### config.mk
export PLATFORM = sky130hd
export DESIGN_NAME = sort4_ctrl
export DESIGN_NICKNAME = d
export VERILOG_FILES = /design/src/rtl/sort4_ctrl_pkg.sv /design/src/rtl/sort4_ctrl_alu.sv /design/src/rtl/sort4_ctrl.sv
export SDC_FILE = /design/constraint.sdc
export NUM_CORES = 1
export LEC_CHECK = 0
export CAP_MARGIN = 20
export CORE_ASPECT_RATIO = 1.5
export CORE_UTILIZATION = 45
export CTS_BUF_LIST = sky130_fd_sc_hd__clkbuf_16
export DETAILED_ROUTE_END_ITERATION = 10
export HOLD_SLACK_MARGIN = 0.06
export PLACE_DENSITY = 0.67
export SETUP_SLACK_MARGIN = 0.02
export SYNTH_ARGS = -nofsm -noshare
export SYNTH_HDL_FRONTEND = slang
export SYNTH_SLANG_ARGS = --single-unit
### constraint.sdc
create_clock -name clk -period 4.15 [get_ports clk]
set_input_delay 0.83 -clock clk [delete_from_list [all_inputs] [get_ports clk]]
set_output_delay 0.83 -clock clk [all_outputs]
set_load 0.01 [all_outputs]
### src/rtl/sort4_ctrl_pkg.sv
// ---------------------------------------------------------------------------
// sort4_ctrl_pkg
// Shared definitions for the four-operand sorter and its ALU:
//   - ALU opcode constants (only SUB is used by the sorter)
//   - sorter FSM state encoding
//   - the fixed bubble-sort pair schedule, indexed by the pair counter k
// ---------------------------------------------------------------------------
package sort4_ctrl_pkg;

  localparam logic [2:0] OP_ADD = 3'd0;
  localparam logic [2:0] OP_SUB = 3'd1;
  localparam logic [2:0] OP_AND = 3'd2;
  localparam logic [2:0] OP_OR  = 3'd3;
  localparam logic [2:0] OP_XOR = 3'd4;

  typedef enum logic [1:0] {
    IDLE = 2'd0,
    CMP  = 2'd1,
    DONE = 2'd2
  } sort_state_t;

  // Index of the final compare in the schedule; after it the sort is complete.
  localparam logic [2:0] LAST_PAIR = 3'd5;

  // Schedule table: k -> lower index i of the compared pair (i, i+1).
  // Three passes of shrinking length: (0,1)(1,2)(2,3) (0,1)(1,2) (0,1).
  function automatic logic [1:0] pair_index(input logic [2:0] k);
    logic [1:0] idx;
    case (k)
      3'd0:    idx = 2'd0;
      3'd1:    idx = 2'd1;
      3'd2:    idx = 2'd2;
      3'd3:    idx = 2'd0;
      3'd4:    idx = 2'd1;
      3'd5:    idx = 2'd0;
      default: idx = 2'd0;
    endcase
    return idx;
  endfunction

endpackage

### src/rtl/sort4_ctrl_alu.sv
// ---------------------------------------------------------------------------
// sort4_ctrl_alu
// The lab's small combinational ALU, parameterised on operand width.
// Ports:
//   a, b  in  N  operands
//   m     in  3  opcode (OP_ADD / OP_SUB / OP_AND / OP_OR / OP_XOR)
//   y     out N  result
//   cf    out 1  carry out for ADD, borrow (a < b unsigned) for SUB
//   zf    out 1  result is zero
//   of    out 1  signed overflow for ADD / SUB, 0 otherwise
// ---------------------------------------------------------------------------
module sort4_ctrl_alu
  import sort4_ctrl_pkg::*;
#(
  parameter int N = 4
) (
  input  logic [N-1:0] a,
  input  logic [N-1:0] b,
  input  logic [2:0]   m,
  output logic [N-1:0] y,
  output logic         cf,
  output logic         zf,
  output logic         of
);

  logic [N:0] wide;

  // One extra result bit carries the carry/borrow; in SUB mode the top bit
  // of {0,a}-{0,b} is set exactly when a < b as unsigned numbers.
  always_comb begin
    wide = '0;
    of   = 1'b0;
    case (m)
      OP_ADD: begin
        wide = {1'b0, a} + {1'b0, b};
        of   = (a[N-1] == b[N-1]) && (wide[N-1] != a[N-1]);
      end
      OP_SUB: begin
        wide = {1'b0, a} - {1'b0, b};
        of   = (a[N-1] != b[N-1]) && (wide[N-1] != a[N-1]);
      end
      OP_AND:  wide = {1'b0, a & b};
      OP_OR:   wide = {1'b0, a | b};
      OP_XOR:  wide = {1'b0, a ^ b};
      default: wide = '0;
    endcase
    y  = wide[N-1:0];
    cf = wide[N];
    zf = (wide[N-1:0] == '0);
  end

endmodule

### src/rtl/sort4_ctrl.sv
// ---------------------------------------------------------------------------
// sort4_ctrl
// Sorts four unsigned N-bit operands into ascending order with a fixed
// six-compare bubble-sort schedule, using one shared ALU in SUB mode as the
// only comparator (its borrow flag says "upper < lower, swap").
// Ports:
//   clk       in   1  clock, rising edge
//   rst       in   1  synchronous active-high reset, aborts any sort
//   start     in   1  load x0..x3 and sort; accepted in IDLE or DONE only
//   x0..x3    in   N  unsorted operands
//   s0..s3    out  N  working/result registers, s0 smallest when done
//   busy      out  1  high during the six compare cycles
//   done      out  1  one-cycle pulse when s0..s3 hold the sorted result
//   swap_cnt  out  3  swaps performed by the last sort (inversion count)
// ---------------------------------------------------------------------------
module sort4_ctrl
  import sort4_ctrl_pkg::*;
#(
  parameter int N = 4
) (
  input  logic         clk,
  input  logic         rst,
  input  logic         start,
  input  logic [N-1:0] x0,
  input  logic [N-1:0] x1,
  input  logic [N-1:0] x2,
  input  logic [N-1:0] x3,
  output logic [N-1:0] s0,
  output logic [N-1:0] s1,
  output logic [N-1:0] s2,
  output logic [N-1:0] s3,
  output logic         busy,
  output logic         done,
  output logic [2:0]   swap_cnt
);

  sort_state_t  state;
  sort_state_t  state_next;
  logic [2:0]   k;
  logic [N-1:0] s_reg [4];

  logic [1:0]   lo_idx;
  logic [1:0]   hi_idx;
  logic [N-1:0] alu_a;
  logic [N-1:0] alu_b;
  logic         alu_cf;
  logic [N-1:0] unused_alu_y;
  logic         unused_alu_zf;
  logic         unused_alu_of;

  // Operand muxes: the pair counter picks (i, i+1) from the schedule table,
  // and the ALU computes s[i+1] - s[i]; a borrow means the pair is out of
  // order. Equal values produce no borrow, which keeps the sort stable.
  always_comb begin
    lo_idx = pair_index(k);
    hi_idx = lo_idx + 2'd1;
    alu_a  = s_reg[hi_idx];
    alu_b  = s_reg[lo_idx];
  end

  sort4_ctrl_alu #(.N(N)) u_alu (
    .a  (alu_a),
    .b  (alu_b),
    .m  (OP_SUB),
    .y  (unused_alu_y),
    .cf (alu_cf),
    .zf (unused_alu_zf),
    .of (unused_alu_of)
  );

  // State register and datapath. A start in IDLE or DONE loads fresh
  // operands; in CMP every cycle performs one scheduled compare and a swap
  // when the ALU reports a borrow. Starts arriving during CMP are ignored,
  // so the operands of a running sort can never be disturbed.
  always_ff @(posedge clk) begin
    if (rst) begin
      state    <= IDLE;
      k        <= '0;
      swap_cnt <= '0;
      for (int i = 0; i < 4; i++) s_reg[i] <= '0;
    end else begin
      state <= state_next;
      case (state)
        IDLE, DONE: begin
          if (start) begin
            s_reg[0] <= x0;
            s_reg[1] <= x1;
            s_reg[2] <= x2;
            s_reg[3] <= x3;
            swap_cnt <= '0;
            k        <= '0;
          end
        end
        CMP: begin
          if (alu_cf) begin
            s_reg[lo_idx] <= alu_a;
            s_reg[hi_idx] <= alu_b;
            swap_cnt      <= swap_cnt + 3'd1;
          end
          k <= k + 3'd1;
        end
        default: ;
      endcase
    end
  end

  // Next-state and status outputs. The schedule length is fixed, so the
  // data pattern never affects timing: six CMP cycles, then one DONE cycle.
  // DONE behaves like IDLE towards start, giving back-to-back sorts.
  always_comb begin
    state_next = state;
    busy       = 1'b0;
    done       = 1'b0;
    case (state)
      IDLE: begin
        if (start) state_next = CMP;
      end
      CMP: begin
        busy = 1'b1;
        if (k == LAST_PAIR) state_next = DONE;
      end
      DONE: begin
        done       = 1'b1;
        state_next = start ? CMP : IDLE;
      end
      default: state_next = IDLE;
    endcase
  end

  assign s0 = s_reg[0];
  assign s1 = s_reg[1];
  assign s2 = s_reg[2];
  assign s3 = s_reg[3];

endmodule

==> flow_metrics.env, run 1 <==
export IMPL_drv_slew=0
export IMPL_clock_skew_ns=0.00316
export IMPL_start_kind="flip-flop"
export IMPL_ant_nets=0
export IMPL_clock_path_buffers=2
export IMPL_grt_pass1_vias=1839
export IMPL_yosysWarnings=0
export IMPL_route_detailed_drc=4
export IMPL_finalNonFillerCells=311
export IMPL_violations="DRC"
export IMPL_antenna_found_initial=0
export IMPL_die_area_um2=4880
export IMPL_whs_ns=0.511
export IMPL_htreeDepth=1
export IMPL_wl_per_cell_um=18.2
export IMPL_cts_tree="built"
export IMPL_synth_distinct_cells=40
export IMPL_max_stage_delay_ns=0.69
export IMPL_grt_busiest_layer="met2"
export IMPL_crit_required_ns=4.26
export IMPL_synth_edf_count=16
export IMPL_relSlewSlack_pct=60.7
export IMPL_hold_path_class="flip-flop to flip-flop"
export IMPL_fmax_mhz=265
export IMPL_synth_ff_type="edfxtp_1"
export IMPL_cts_sinks=24
export IMPL_maxCapViolations=0
export IMPL_finalNetCount=301
export IMPL_final_area_um2=2640
export IMPL_critPathKind="flip-flop to flip-flop"
export IMPL_power_uw=924
export IMPL_placed_area_um2=2530
export IMPL_drive_gt1_share_pct=10.2
export IMPL_io_buffers=39
export IMPL_syn_area_um2=2070
export IMPL_grt_use_met1_pct=32.9
export IMPL_grt_max_degree=23
export IMPL_crit_top_cell="ha_1"
export IMPL_grt_overflow=0
export IMPL_start_util_pct=47.9
export IMPL_worstHoldPathCells=2
export IMPL_async_reset_ff_share_pct=0
export IMPL_path_cells="inv_1 -> ha_1 -> mux2i_4 -> inv_1 -> ha_1 -> mux4_1 -> ha_1 -> a21oi_1 -> nand2_1 -> o21ai_4 -> o2111ai_1 -> a21oi_1"
export IMPL_r2r_worst_path_cells=12
export IMPL_reg2reg_from="k[0]$_SDFFE_PP0P_"
export IMPL_fp_row_count=29
export IMPL_power_density_nw_per_um2=351
export IMPL_synthesis_instances=225
export IMPL_finalCriticalPeriod_ns=3.77
export IMPL_status="complete, but fails checks"
export IMPL_area_growth_pct=27.5
export IMPL_final_setup_viol_count=0
export IMPL_fin_util_pct=61.1
export IMPL_clkTransAtPathRegs_ns=0.06
export IMPL_layout_commonest_cell="clkdlybuf4s50_1"
export IMPL_wl_um=5650
export IMPL_clock_root_buffer="clkbuf_16"
export IMPL_holdPathEnd="swap_cnt[1]$_SDFFE_PP0P_"
export IMPL_synth_seq_cells=24
export IMPL_grt_pass1_wl_um=9340
export IMPL_tns_ns=0
export IMPL_die_h_um=85.0
export IMPL_path_max_fanout=16
export IMPL_hold_viol_final=0
export IMPL_synth_seq_area_share_pct=31.0
export IMPL_holdCritStartpoint="swap_cnt[1]$_SDFFE_PP0P_"
export IMPL_leakagePower_nw=1.08
export IMPL_finalWeightedCongestion=0.829
export IMPL_cts_resized=0
export IMPL_end_kind="flip-flop"
export IMPL_insertion_delay_ns=0.26
export IMPL_ir_drop_mv=0.318
export IMPL_rsz0062_at_grt="false"
export IMPL_post_drt_via_cell_ratio=5.94
export IMPL_tightest_slew_ns=0.590
export IMPL_fin_crit_sh_pct=90.8
export IMPL_largest_reg_flops=16
export IMPL_cts_setup_buffers=0
export IMPL_dr_pass1_iters=8
export IMPL_synth_net_count=260
export IMPL_die_w_um=57.4
export IMPL_diodes=0
export IMPL_grt_total_usage_pct=24.8
export IMPL_hpwlAfterDp_um=4110
export IMPL_use_met3_pct=2.29
export IMPL_critPathArrivalTime_ns=3.88
export IMPL_avgSynthCellArea_um2=9.19
export IMPL_cts_hold_buf=0
export IMPL_ios=40
export IMPL_cts_buffers_inserted=3
export IMPL_core_um2=4320
export IMPL_mostFrequentLayoutCells="clkdlybuf4s50_1, nand2_1, a21oi_1"
export IMPL_placed_cells=307
export IMPL_setup_slack_ns=0.381
export IMPL_r2r_slack_ns=0.38
export IMPL_vias=1846
export IMPL_r2r_end="s_reg[2][1]$_DFFE_PP_"
export IMPL_grtUsageMet2_pct=42.2
export IMPL_pre_cts_ws_ns=0.481
export IMPL_cpMaxStageDelayCell="mux4_1"
export IMPL_drt_iter0_drc=140
cell type report:
class / count / area, um2
fill: 381 / 1680
multi-input combinational: 170 / 1290
sequential: 24 / 641
timing repair buffer: 51 / 480
clock buffer: 3 / 75.1
inverter: 16 / 60.1
tap: 46 / 57.6
clock inverter: 1 / 30.0
synthesized netlist by cell type, types with 3 or more instances:
library cell  instances  area share, %
nand2_1              31            5.6
mux2i_1               4            1.9
nor2_1               14            2.5
a21o_1               14            5.1
nor3_1                7            1.7
mux2i_4               3            3.3
nor2b_1               6            1.8
a21oi_1              18            4.4
mux4_1                3            3.8
edfxtp_1             16             23
dfxtp_1               8            7.7
o21ai_0               7            1.7
nand4b_1              5            2.1
mux4_2                3            3.3
ha_1                 16            9.7
o2111ai_1            12            5.1
buf_2                 3           0.73
inv_1                16            2.9
clkbuf_1             10            1.8
nor3b_1               3            1.1
kinds of logic (layout without fill, tap and decap cells):
logic type / count (synthesis) / in the layout / synth area share, %
multiplexers: 14 / 14 / 12.8
adder cells (fa/ha/maj): 16 / 16 / 9.68
XOR/XNOR: 2 / 2 / 0.847
AO/OA/AOI/OAI: 63 / 63 / 21.4
AND/OR/NAND/NOR: 75 / 75 / 17.8
flip-flops: 24 / 24 / 31.0
buffers and inverters: 31 / 71 / 6.53
worst max-delay path by stage:
stage | to | slack, ns | from | cells past startpoint
after global placement | s_reg[2][1]$_DFFE_PP_ | 0.49 | k[0]$_SDFFE_PP0P_ | 13
after detailed placement | s_reg[2][1]$_DFFE_PP_ | 0.48 | k[0]$_SDFFE_PP0P_ | 13
after global routing | s_reg[2][3]$_DFFE_PP_ | 0.14 | k[0]$_SDFFE_PP0P_ | 12
after CTS | s_reg[2][1]$_DFFE_PP_ | 0.40 | k[0]$_SDFFE_PP0P_ | 13
final | s_reg[2][1]$_DFFE_PP_ | 0.38 | k[0]$_SDFFE_PP0P_ | 12
after floorplan | s_reg[0][0]$_DFFE_PP_ | 0.35 | k[0]$_SDFFE_PP0P_ | 12
where the power goes:
part / internal (mW) / switching, mW / leakage (nW)
clock network: 0.192 / 0.0851 / 0.0511
logic: 0.152 / 0.185 / 0.793
registers: 0.284 / 0.0257 / 0.240
total: 0.628 / 0.296 / 1.08
critical path, delay by kind of cell (launching register included):
| family | cells | cell delay (ns) |
|---|---|---|
| compound gates | 4 | 1.00 |
| buf+inv | 2 | 0.23 |
| flops | 1 | 0.43 |
| simple gates | 1 | 0.16 |
| mux | 2 | 0.85 |
| fa+ha+maj | 3 | 0.94 |
routing by layer:
metal  share of wire (%)  vias up
li1                    -      908
met1                  42      860
met2                  51       71
met3                 5.7        7
met4                 1.2        0
met5                   0        -
No activity file was read; power rests on OpenSTA's default activity.
==> run 2: changes to the inputs <==
Settings changed: ABC_AREA set to 1, CORE_UTILIZATION 45 to 25, PLACE_DENSITY 0.67 to 0.4, TNS_END_PERCENT set to 30.
==> run 2 against run 1 <==
Effect of this change: the run now ends clean; clock power is 25% lower; die area up 89%; register-to-register slack gained 0.13 ns; sequential power is essentially flat; critical endpoint is now s_reg[3][1]$_DFFE_PP_.
==> flow_metrics.env, run 2 <==
export IMPL_grt_pass1_vias=1891
export IMPL_critPathKind="flip-flop to flip-flop"
export IMPL_synth_top_area_share_pct=21.8
export IMPL_insertion_delay_ns=0.26
export IMPL_clock_path_buffers=2
export IMPL_synth_ff_type="edfxtp_1"
export IMPL_placed_area_um2=2680
export IMPL_async_reset_ff_share_pct=0
export IMPL_placed_cells=438
export IMPL_wl_um=6190
export IMPL_crit_top_cell="inv_1"
export IMPL_finalNonFillerCells=442
export IMPL_relSlewSlack_pct=38.6
export IMPL_synth_commonest_cells="nand2_1, inv_1, nand3_1, nor2_1"
export IMPL_largest_reg_flops=16
export IMPL_grt_overflow=0
export IMPL_path_max_fanout=11
export IMPL_critPathArrivalTime_ns=3.58
export IMPL_rsz0062_at_grt="false"
export IMPL_leakagePower_nw=1.34
export IMPL_fin_crit_sh_pct=87.7
export IMPL_drt_iter0_drc=68
export IMPL_start_util_pct=26.0
export IMPL_cts_buffers_inserted=3
export IMPL_power_density_nw_per_um2=328
export IMPL_cts_hold_buf=0
export IMPL_vias=1998
export IMPL_die_area_um2=9210
export IMPL_maxCapViolations=0
export IMPL_synth_top_cell_by_area="edfxtp_1"
export IMPL_grt_max_degree=18
export IMPL_end_kind="flip-flop"
export IMPL_ir_drop_mv=0.133
export IMPL_clock_root_buffer="clkbuf_16"
export IMPL_htreeDepth=1
export IMPL_dr_pass1_iters=4
export IMPL_final_area_um2=2760
export IMPL_drive_gt1_share_pct=11.9
export IMPL_drv_slew=0
export IMPL_mostFrequentLayoutCells="nand2_1, inv_1, clkdlybuf4s50_1"
export IMPL_diodes=0
export IMPL_route_detailed_drc=0
export IMPL_tns_ns=0
export IMPL_die_h_um=117
export IMPL_tightest_slew_ns=0.917
export IMPL_syn_area_um2=2200
export IMPL_cts_resized=0
export IMPL_post_drt_via_cell_ratio=4.52
export IMPL_synth_distinct_cells=31
export IMPL_synth_seq_cells=24
export IMPL_synth_seq_area_share_pct=29.1
export IMPL_io_buffers=39
export IMPL_core_um2=8460
export IMPL_yosysWarnings=0
export IMPL_wl_per_cell_um=14.0
export IMPL_path_cells="inv_1 -> ha_1 -> nand2_4 -> nand2_8 -> inv_1 -> ha_1 -> inv_1 -> nand2_2 -> a21oi_1 -> a32oi_1 -> inv_1 -> ha_1 -> nand2_1 -> nand3_1 -> inv_2 -> nand4_2 -> nand3_1"
export IMPL_cts_tree="built"
export IMPL_synth_area_leaders="edfxtp_1, nand2_1, ha_1"
export IMPL_finalCriticalPeriod_ns=3.64
export IMPL_cts_setup_buffers=0
export IMPL_whs_ns=0.509
export IMPL_fp_row_count=41
export IMPL_grt_total_usage_pct=13.9
export IMPL_avgSynthCellArea_um2=7.42
export IMPL_synth_edf_count=16
export IMPL_clock_skew_ns=0.00308
export IMPL_hold_viol_final=0
export IMPL_antenna_found_initial=0
export IMPL_final_setup_viol_count=0
export IMPL_layout_commonest_cell="nand2_1"
export IMPL_status="completed"
export IMPL_crit_required_ns=4.09
export IMPL_synthesis_instances=297
export IMPL_finalNetCount=371
export IMPL_ios=40
export IMPL_fmax_mhz=275
export IMPL_grt_pass1_wl_um=9660
export IMPL_ant_nets=0
export IMPL_hold_path_class="flip-flop to flip-flop"
export IMPL_finalWeightedCongestion=0.813
export IMPL_synth_net_count=332
export IMPL_area_growth_pct=25.2
export IMPL_hpwlAfterDp_um=5290
export IMPL_start_kind="flip-flop"
export IMPL_cpMaxStageDelayCell="dfxtp_1"
export IMPL_yosysMostFrequentCell="nand2_1"
export IMPL_cts_sinks=24
export IMPL_die_w_um=78.7
export IMPL_clkTransAtPathRegs_ns=0.06
export IMPL_max_stage_delay_ns=0.42
-- run 2: cell count changes after synthesis, sizes merged, moves of 8 or more --
| cell | change |
|---|---|
| o2111ai | -12 |
| inv | +32 |
| a21o | -14 |
| nand4 | +19 |
| nand2 | +71 |
| nand3 | +30 |
| clkbuf | -8 |
| a21oi | -9 |
-- run 2: cell families after synthesis --
group,after synthesis,share of synthesized area [%]
AND/OR/NAND/NOR,177,42.7
AO/OA/AOI/OAI,21,6.47
flip-flops,24,29.1
buffers and inverters,58,12.3
adder cells (fa/ha/maj),16,9.08
XOR/XNOR,1,0.397
-- run 2: worst max-delay path: cells and delay by family (launching register included) --
family                   cells  cell delay (ns)
AO/OA/AOI/OAI                2             0.26
adder cells (fa/ha/maj)      3             0.78
buffers and inverters        5             0.68
flip-flops                   1             0.42
AND/OR/NAND/NOR              7             1.18
-- run 2: worst paths after layout --
path                                                from  slack (ns)                  endpoint  cells past startpoint
worst max-delay path                   k[0]$_SDFFE_PP0P_        0.51     s_reg[3][1]$_DFFE_PP_                     17
worst min-delay path            swap_cnt[2]$_SDFFE_PP0P_        0.51  swap_cnt[2]$_SDFFE_PP0P_                      2
worst max register to register         k[0]$_SDFFE_PP0P_        0.51     s_reg[3][1]$_DFFE_PP_                     17
worst min register to register  swap_cnt[2]$_SDFFE_PP0P_        0.51  swap_cnt[2]$_SDFFE_PP0P_                      2
-- run 2: per-stage QoR --
step / power, mW / utilization (%) / setup slack [ns]
3_3_place_gp: 0.711 / 31.7 / 0.598
5_1_grt: 0.965 / 32.6 / 0.168
2_1_floorplan: 0.563 / - / 0.927
4_1_cts: 0.917 / 32.6 / 0.503
6_report: 0.906 / 32.6 / 0.512
3_5_place_dp: 0.707 / 31.7 / 0.524
-- run 2: cell type report --
| class | instances | area (um2) |
|---|---|---|
| tap | 107 | 134 |
| clock buffer | 3 | 75.1 |
| inverter | 48 | 185 |
| clock inverter | 1 | 3.75 |
| fill | 919 | 5700 |
| timing repair buffer | 44 | 428 |
| sequential | 24 | 641 |
| multi-input combinational | 215 | 1290 |
-- run 2: metal layers --
metal / share of wire, % / track usage (%)
met5: 0 / 0
met4: 2.8 / 6.79
met3: 1.8 / 0.853
met2: 52 / 25.5
met1: 43 / 16.2
-- run 2: report_power, final --
part / leakage (nW) / switching [mW] / internal (mW)
clock: 0.0423 / 0.0785 / 0.129
sequential: 0.239 / 0.0252 / 0.286
combinational: 1.06 / 0.236 / 0.151
total: 1.34 / 0.339 / 0.566
==> run 3: changes to the inputs <==
Settings changed: CELL_PAD_IN_SITES_DETAIL_PLACEMENT set to 1, CELL_PAD_IN_SITES_GLOBAL_PLACEMENT set to 2, PLACE_DENSITY 0.4 to 0.65, SKIP_CTS_REPAIR_TIMING set to 1.
==> run 3 against run 2 <==
Effect of this change: sequential share of layout area fell by 0.13 points; power grew 1.6%; fmax down 3.8%; combinational power increased by 3%; global-route usage grew 2.7 points; critical path depth unchanged; worst hold slack better by 0.0029 ns; flip-flop and latch count unchanged; highest routed layer unchanged.
==> flow_metrics.env, run 3 (synthesized netlist as in run 2, its figures left out) <==
export IMPL_grt_total_usage_pct=16.5
export IMPL_leakagePower_nw=1.35
export IMPL_critPathArrivalTime_ns=3.73
export IMPL_cp_num_buf_inv=5
export IMPL_placed_cells=440
export IMPL_r2r_worst_path_cells=17
export IMPL_finalCriticalPeriod_ns=3.78
export IMPL_hold_viol_final=0
export IMPL_wl_per_cell_um=15.7
export IMPL_maxCapViolations=0
export IMPL_tightest_slew_ns=0.579
export IMPL_finalWeightedCongestion=0.766
export IMPL_whs_ns=0.512
export IMPL_grt_overflow=0
export IMPL_core_um2=8460
export IMPL_start_util_pct=26.0
export IMPL_dr_pass1_iters=4
export IMPL_wl_um=6950
export IMPL_clock_root_buffer="clkbuf_16"
export IMPL_cpMaxStageDelayCell="dfxtp_1"
export IMPL_status="completed"
export IMPL_hpwlAfterDp_um=5770
export IMPL_drive_gt1_share_pct=12.5
export IMPL_worstHoldPathCells=2
export IMPL_finalNonFillerCells=444
export IMPL_fp_row_count=41
export IMPL_htreeDepth=1
export IMPL_drv_slew=0
export IMPL_setup_slack_ns=0.367
export IMPL_pre_cts_ws_ns=0.345
export IMPL_clock_skew_ns=0.00319
export IMPL_mostFrequentLayoutCells="nand2_1, inv_1, clkdlybuf4s50_1"
export IMPL_tns_ns=0
export IMPL_grt_max_degree=17
export IMPL_clock_path_buffers=2
export IMPL_crit_required_ns=4.10
export IMPL_vias=2073
export IMPL_hold_path_class="flip-flop to flip-flop"
export IMPL_power_density_nw_per_um2=331
export IMPL_ir_drop_mv=0.128
export IMPL_die_h_um=117
export IMPL_cp_depth=17
export IMPL_post_drt_via_cell_ratio=4.67
export IMPL_area_growth_pct=25.9
export IMPL_path_cells="inv_1 -> ha_1 -> nand2_4 -> nand2_8 -> inv_1 -> ha_1 -> inv_1 -> nand2_2 -> a21oi_1 -> a32oi_1 -> inv_1 -> ha_1 -> nand2_1 -> nand3_1 -> inv_2 -> nand4_2 -> nand3_1"
export IMPL_largest_reg_flops=16
export IMPL_diodes=0
export IMPL_cts_tree="built"
export IMPL_critPathKind="flip-flop to flip-flop"
export IMPL_max_stage_delay_ns=0.43
export IMPL_grt_pass1_vias=2121
export IMPL_cts_sinks=24
export IMPL_start_kind="flip-flop"
export IMPL_antenna_found_initial=0
export IMPL_rsz0062_at_grt="false"
export IMPL_ios=40
export IMPL_route_detailed_drc=0
export IMPL_end_kind="flip-flop"
export IMPL_grt_pass1_wl_um=11300
export IMPL_cp_top_family="simple AND/OR/NAND/NOR gates"
export IMPL_final_setup_viol_count=0
export IMPL_fin_crit_sh_pct=91.1
export IMPL_die_w_um=78.7
export IMPL_finalNetCount=373
export IMPL_drt_iter0_drc=48
export IMPL_fmax_mhz=264
export IMPL_die_area_um2=9210
export IMPL_layout_commonest_cell="nand2_1"
export IMPL_relSlewSlack_pct=61.2
export IMPL_crit_top_cell="inv_1"
export IMPL_path_max_fanout=11
export IMPL_clkTransAtPathRegs_ns=0.06
export IMPL_cts_buffers_inserted=3
export IMPL_ant_nets=0
export IMPL_insertion_delay_ns=0.26
export IMPL_io_buffers=39
-- run 3: layer usage --
layer  share of wire [%]  GRT usage [%]  vias up
met1                  44           19.9      989
met2                  53           30.3       30
met3                 1.6           1.24        8
met5                   0              0        -
met4                 2.1           6.54        0
li1                    -              -     1046
-- run 3: through the flow --
| stage | instance area, um2 | power [mW] | util, % |
|---|---|---|---|
| after global routing | 2780 | 0.981 | 32.8 |
| final | 2780 | 0.920 | 32.8 |
| after floorplan | 2200 | 0.563 | - |
| after detailed placement | 2700 | 0.719 | 31.9 |
| after global placement | 2700 | 0.717 | 31.9 |
| after CTS | 2780 | 0.934 | 32.8 |
-- run 3: final timing paths --
check | start | slack [ns] | to
max reg2reg | k[0]$_SDFFE_PP0P_ | 0.37 | s_reg[3][2]$_DFFE_PP_
min reg2reg | swap_cnt[2]$_SDFFE_PP0P_ | 0.51 | swap_cnt[2]$_SDFFE_PP0P_
min | swap_cnt[2]$_SDFFE_PP0P_ | 0.51 | swap_cnt[2]$_SDFFE_PP0P_
max | k[0]$_SDFFE_PP0P_ | 0.37 | s_reg[3][2]$_DFFE_PP_
-- run 3: report_power, final --
group	internal, mW	switching [mW]
Sequential	0.286	0.0241
Clock	0.129	0.0819
Combinational	0.156	0.243
Total	0.571	0.349
-- run 3: worst register-to-register path, stage by stage, from the launching register on --
cell and delay (ns):
dfxtp_1 0.43, inv_1 0.11, ha_1 0.25, nand2_4 0.12, nand2_8 0.10, inv_1 0.26, ha_1 0.25, inv_1 0.06
nand2_2 0.14, a21oi_1 0.06, a32oi_1 0.25, inv_1 0.09, ha_1 0.30, nand2_1 0.07, nand3_1 0.14, inv_2 0.19
nand4_2 0.33, nand3_1 0.33
-- run 3: cell type report --
class	instances	area, um2
clock buffer	3	75.1
sequential	24	641
timing repair buffer	46	443
fill	1068	5690
clock inverter	1	3.75
tap	107	134
multi-input combinational	215	1290
inverter	48	185
==> patch 1: new RTL, flow settings as in run 3 <==
The 3 states of `sort_state_t` get a one-hot encoding in 3 bits.
--- a/src/rtl/sort4_ctrl_pkg.sv
+++ b/src/rtl/sort4_ctrl_pkg.sv
@@ -15,6 +15,6 @@
 
-  typedef enum logic [1:0] {
-    IDLE = 2'd0,
-    CMP  = 2'd1,
-    DONE = 2'd2
+  typedef enum logic [2:0] {
+    IDLE = 3'b001,
+    CMP  = 3'b010,
+    DONE = 3'b100
   } sort_state_t;
Function: no difference found for any inputs over 10 cycles, from zero or initial values and one cycle with rst high; not proved beyond that.
==> patch 1 against run 3 <==
- maximum frequency is 3.3% higher
- design area grew 1.4%
- via count rose by 0.96%
- worst setup slack improved by 0.12 ns
- sequential cell count up 1
- synthesized area decreased by 1.1%
- routed wire length shrank 4.4%
- total power is 17% lower
- critical endpoint is now s_reg[2][0]$_DFFE_PP_
==> patch 1: results (changes against run 3) <==
outcome=completed (unchanged); Max IR drop VDD=0.1515 mV (was 0.1278 mV); vias in the first global route=2084 (was 2121); internal reg-to-reg setup slack=0.49 ns (was 0.37 ns); Final setup viols=0 (unchanged); Clock H-tree levels=1 (unchanged); Commonest cells post-synth=nand2_1, inv_1, nand3_1 (unchanged); asr flop ratio synth=0% (unchanged); worst skew pair latency=0.27 ns; worst-margin pin slew=0.6245 ns (was 0.5791 ns); RR Endpoint=s_reg[2][0]$_DFFE_PP_ (was s_reg[3][2]$_DFFE_PP_); met3 routed WL=97 um (was 110 um); Mapped Nets=336 (was 332); Routed met2 length=3465 um (was 3668 um); clock tree buffer depth=2 (unchanged); leakage power=1.353 nW (about the same); Largest register FFs=16 (unchanged); Worst path top cell family by delay=simple AND/OR/NAND/NOR gates (unchanged); NumNets Final=382 (was 373); Area contributors post-synth=edfxtp_1, nand2_1, ha_1 (unchanged); crit path kind=register to register (unchanged); share of layout cells above drive strength 1=13.29% (was 12.46%); post-synthesis sequential area ratio=30.31% (was 29.06%); fillers=1073 (was 1068); drt via density=4.620 (was 4.669); clock skew=0.001605 ns (was 0.003194 ns); largest net degree at the start of global routing=17 (unchanged); TritonCTS buffer count=3 (unchanged); first-pass GRT wire length=10760 um (was 11300 um); met1 wire length=2947 um (was 3027 um); CTS clk-pin slew, worst paths=0.06 ns (about the same); I/O Buffers=39 (unchanged); CP peak stage delay=0.42 ns; Cell variety after synth=34 (was 31); antenna violations before repair=0 (unchanged); pre-CTS setup slack=0.2104 ns (was 0.3447 ns); All-Layer GR Usage=15.68% (was 16.54%); post-detailed-route wirelength per cell=14.67 um (was 15.66 um); Hold Crit Class=register to register (unchanged); min cycle time layout=3.661 ns (was 3.783 ns); DR top layer=met4 (unchanged); CTS Root Cell=clkbuf_16 (unchanged); Fin. Hold Viols=0 (unchanged); arrival time at the worst endpoint=3.62 ns (was 3.73 ns); Detailed Route Iter0 Violations=69 (was 48); post-route ant nets=0 (unchanged); routability cong.=0.7956 (was 0.7663); EDFF count, synth=16 (unchanged); Synth warnings=0 (unchanged); HPWL after DPL=5563 um (was 5768 um); critical path peak fanout=11 (unchanged); drt pass-1 iters=4 (unchanged); Worst R2R Start=k[0]$_SDFFE_PP0P_ (unchanged)
-- patch 1: changes by cell type in the layout (fill, tap and decap cells not counted), sizes merged, moves of 2 or more --
cell and change:
buf +4, nand2 -5, nand3 +2, nor3 +2, nor2 +4
-- patch 1: power breakdown --
group	leakage (nW)	switching (mW)	internal, mW
clock	0.0423	0.0901	0.129
sequential	0.246	0.0157	0.285
combinational	1.07	0.137	0.110
-- patch 1: worst min-delay path by stage --
stage | from | slack (ns) | to | depth (start not counted)
after CTS | swap_cnt[2]$_SDFFE_PP0P_ | 0.51 | swap_cnt[2]$_SDFFE_PP0P_ | 2
after global placement | swap_cnt[1]$_SDFFE_PP0P_ | 0.48 | swap_cnt[1]$_SDFFE_PP0P_ | 2
after detailed placement | swap_cnt[2]$_SDFFE_PP0P_ | 0.50 | swap_cnt[2]$_SDFFE_PP0P_ | 2
after global routing | swap_cnt[0]$_SDFFE_PP0P_ | 0.54 | swap_cnt[0]$_SDFFE_PP0P_ | 2
final | swap_cnt[2]$_SDFFE_PP0P_ | 0.50 | swap_cnt[2]$_SDFFE_PP0P_ | 2
after floorplan | k[0]$_SDFFE_PP0P_ | 0.50 | k[0]$_SDFFE_PP0P_ | 1
-- patch 1: metal layers --
| metal | up-vias | track usage [%] |
|---|---|---|
| li1 | 1070 | - |
| met1 | 985 | 19.27 |
| met2 | 31 | 28.65 |
| met3 | 7 | 0.9375 |
| met4 | 0 | 5.802 |
| met5 | - | 0 |
-- patch 1: stage by stage --
stage          instance area (um2)  utilization [%]  cells
6_report                      2815            33.46    453
5_1_grt                       2815            33.46    453
4_1_cts                       2780            33.05    451
3_5_place_dp                  2701            32.11    447
3_3_place_gp                  2701            32.11    447
2_1_floorplan                 2180                -    301
-- patch 1: tightest hold or removal path, delay by kind of cell, from the launching register on --
kind | cells | cell delay, ns
flops | 1 | 0.33
simple gates | 1 | 0.07
compound gates | 1 | 0.06
-- patch 1: cell families after synthesis --
kind of cell	synth area share [%]
compound gates	6.717
xor+xnor	0.8038
fa+ha+maj	9.185
buf+inv	11.60
flops	30.31
simple gates	41.39
-- patch 1: area by class of cell --
type	instances	share of cell area [%]
Multi-Input combinational cell	219	45.24
Tap cell	107	4.756
Inverter	48	6.489
Clock inverter	1	0.1333
Clock buffer	3	2.667
Sequential cell	25	23.47
Timing Repair Buffer	50	17.24
==> patch 2: new RTL, settings of run 3 <==
Made on the original files. Put a register stage on the outputs `s0`, `s1`, `s2` and `s3`, without a reset. The values now appear one clock later. The other outputs are not delayed to match. Comments in the files are not updated.
--- a/src/rtl/sort4_ctrl.sv
+++ b/src/rtl/sort4_ctrl.sv
@@ -129,6 +129,8 @@
 
-  assign s0 = s_reg[0];
-  assign s1 = s_reg[1];
-  assign s2 = s_reg[2];
-  assign s3 = s_reg[3];
+  always_ff @(posedge clk) begin
+    s0 <= s_reg[0];
+    s1 <= s_reg[1];
+    s2 <= s_reg[2];
+    s3 <= s_reg[3];
+  end
 
Formal check against the unedited RTL: not equivalent (Yosys sat finds a counterexample within 4 cycles, from zero or initial values and one cycle with rst high).
==> patch 2 against run 3 <==
- total power up 35%
- routed wire length rose by 5.8%
- worst hold slack lost 0.14 ns
- synthesized area up 11%
- synthesized cell count increased by 4.4%
- sequential share of layout area rose by 7.9 points
- worst setup slack improved by 0.041 ns
- design area up 12%
- sequential cell count up 16
- die area up 10%
- critical path type unchanged
- highest routed layer unchanged
==> patch 2: results (changes against run 3) <==
worst skew pair latency=0.29 ns (was 0.26 ns); Area contributors post-synth=dfxtp_1, edfxtp_1, nand2_1 (was edfxtp_1, nand2_1, ha_1); TritonCTS buffer count=5 (was 3); Clock buf/inv share=4.600% (was 2.840%); Final period util=90.16% (was 91.15%); leakage power=1.468 nW (was 1.353 nW); outcome=completed (unchanged); drt via density=4.644 (was 4.669); share of layout cells above drive strength 1=11.58% (was 12.46%); NumNets Final=388 (was 373); post-synthesis sequential area ratio=39.36% (was 29.06%); drt total wl=7353 um (was 6953 um); Clock H-tree levels=2 (was 1); fillers=1177 (was 1068); Repair and plain buffers=45 (was 46); Sequential Area=960.9 um2 (was 640.6 um2); critical path peak fanout=12 (was 11); final hold slack=0.3700 ns (was 0.5122 ns); routability cong.=0.8442 (was 0.7663); PD cells=400.4 nW/um2 (was 331.4 nW/um2); All-Layer GR Usage=16.32% (was 16.54%); Detailed Route Iter0 Violations=58 (was 48); Max IR drop VDD=0.1927 mV (was 0.1278 mV); internal reg-to-reg setup slack=0.41 ns (was 0.37 ns); Cell Area, Placed=2943 um2 (was 2696 um2); vias in the first global route=2221 (was 2121); arrival time at the worst endpoint=3.78 ns (was 3.73 ns); clock skew=0.003997 ns (was 0.003194 ns)
## patch 2: cell types whose count changed after synthesis, moves of 3 or more
cell	before	now
dfxtp_1	8	24
nand2_1	87	91
nand3_1	28	31
nand3_2	3	0
o21ai_0	3	6
## patch 2: power by group
group	switching, mW	internal [mW]
Clock	0.162	0.221
Sequential	0.0279	0.457
Combinational	0.229	0.145
Total	0.419	0.823
## patch 2: layer usage
| layer | global-route usage, % | vias to the layer above | wire (um) |
|---|---|---|---|
| li1 | - | 1099 | - |
| met1 | 19.00 | 1008 | 3057 |
| met2 | 28.38 | 44 | 3869 |
| met3 | 2.435 | 13 | 179 |
| met4 | 8.082 | 0 | 246 |
| met5 | 0 | - | 0 |
## patch 2: kinds of logic after synthesis
| family | after synthesis | share of synthesized area [%] |
|---|---|---|
| simple gates | 174 | 35.11 |
| buf+inv | 55 | 10.10 |
| flops | 40 | 39.36 |
| compound gates | 24 | 6.869 |
| fa+ha+maj | 16 | 8.201 |
| xor+xnor | 1 | 0.3589 |
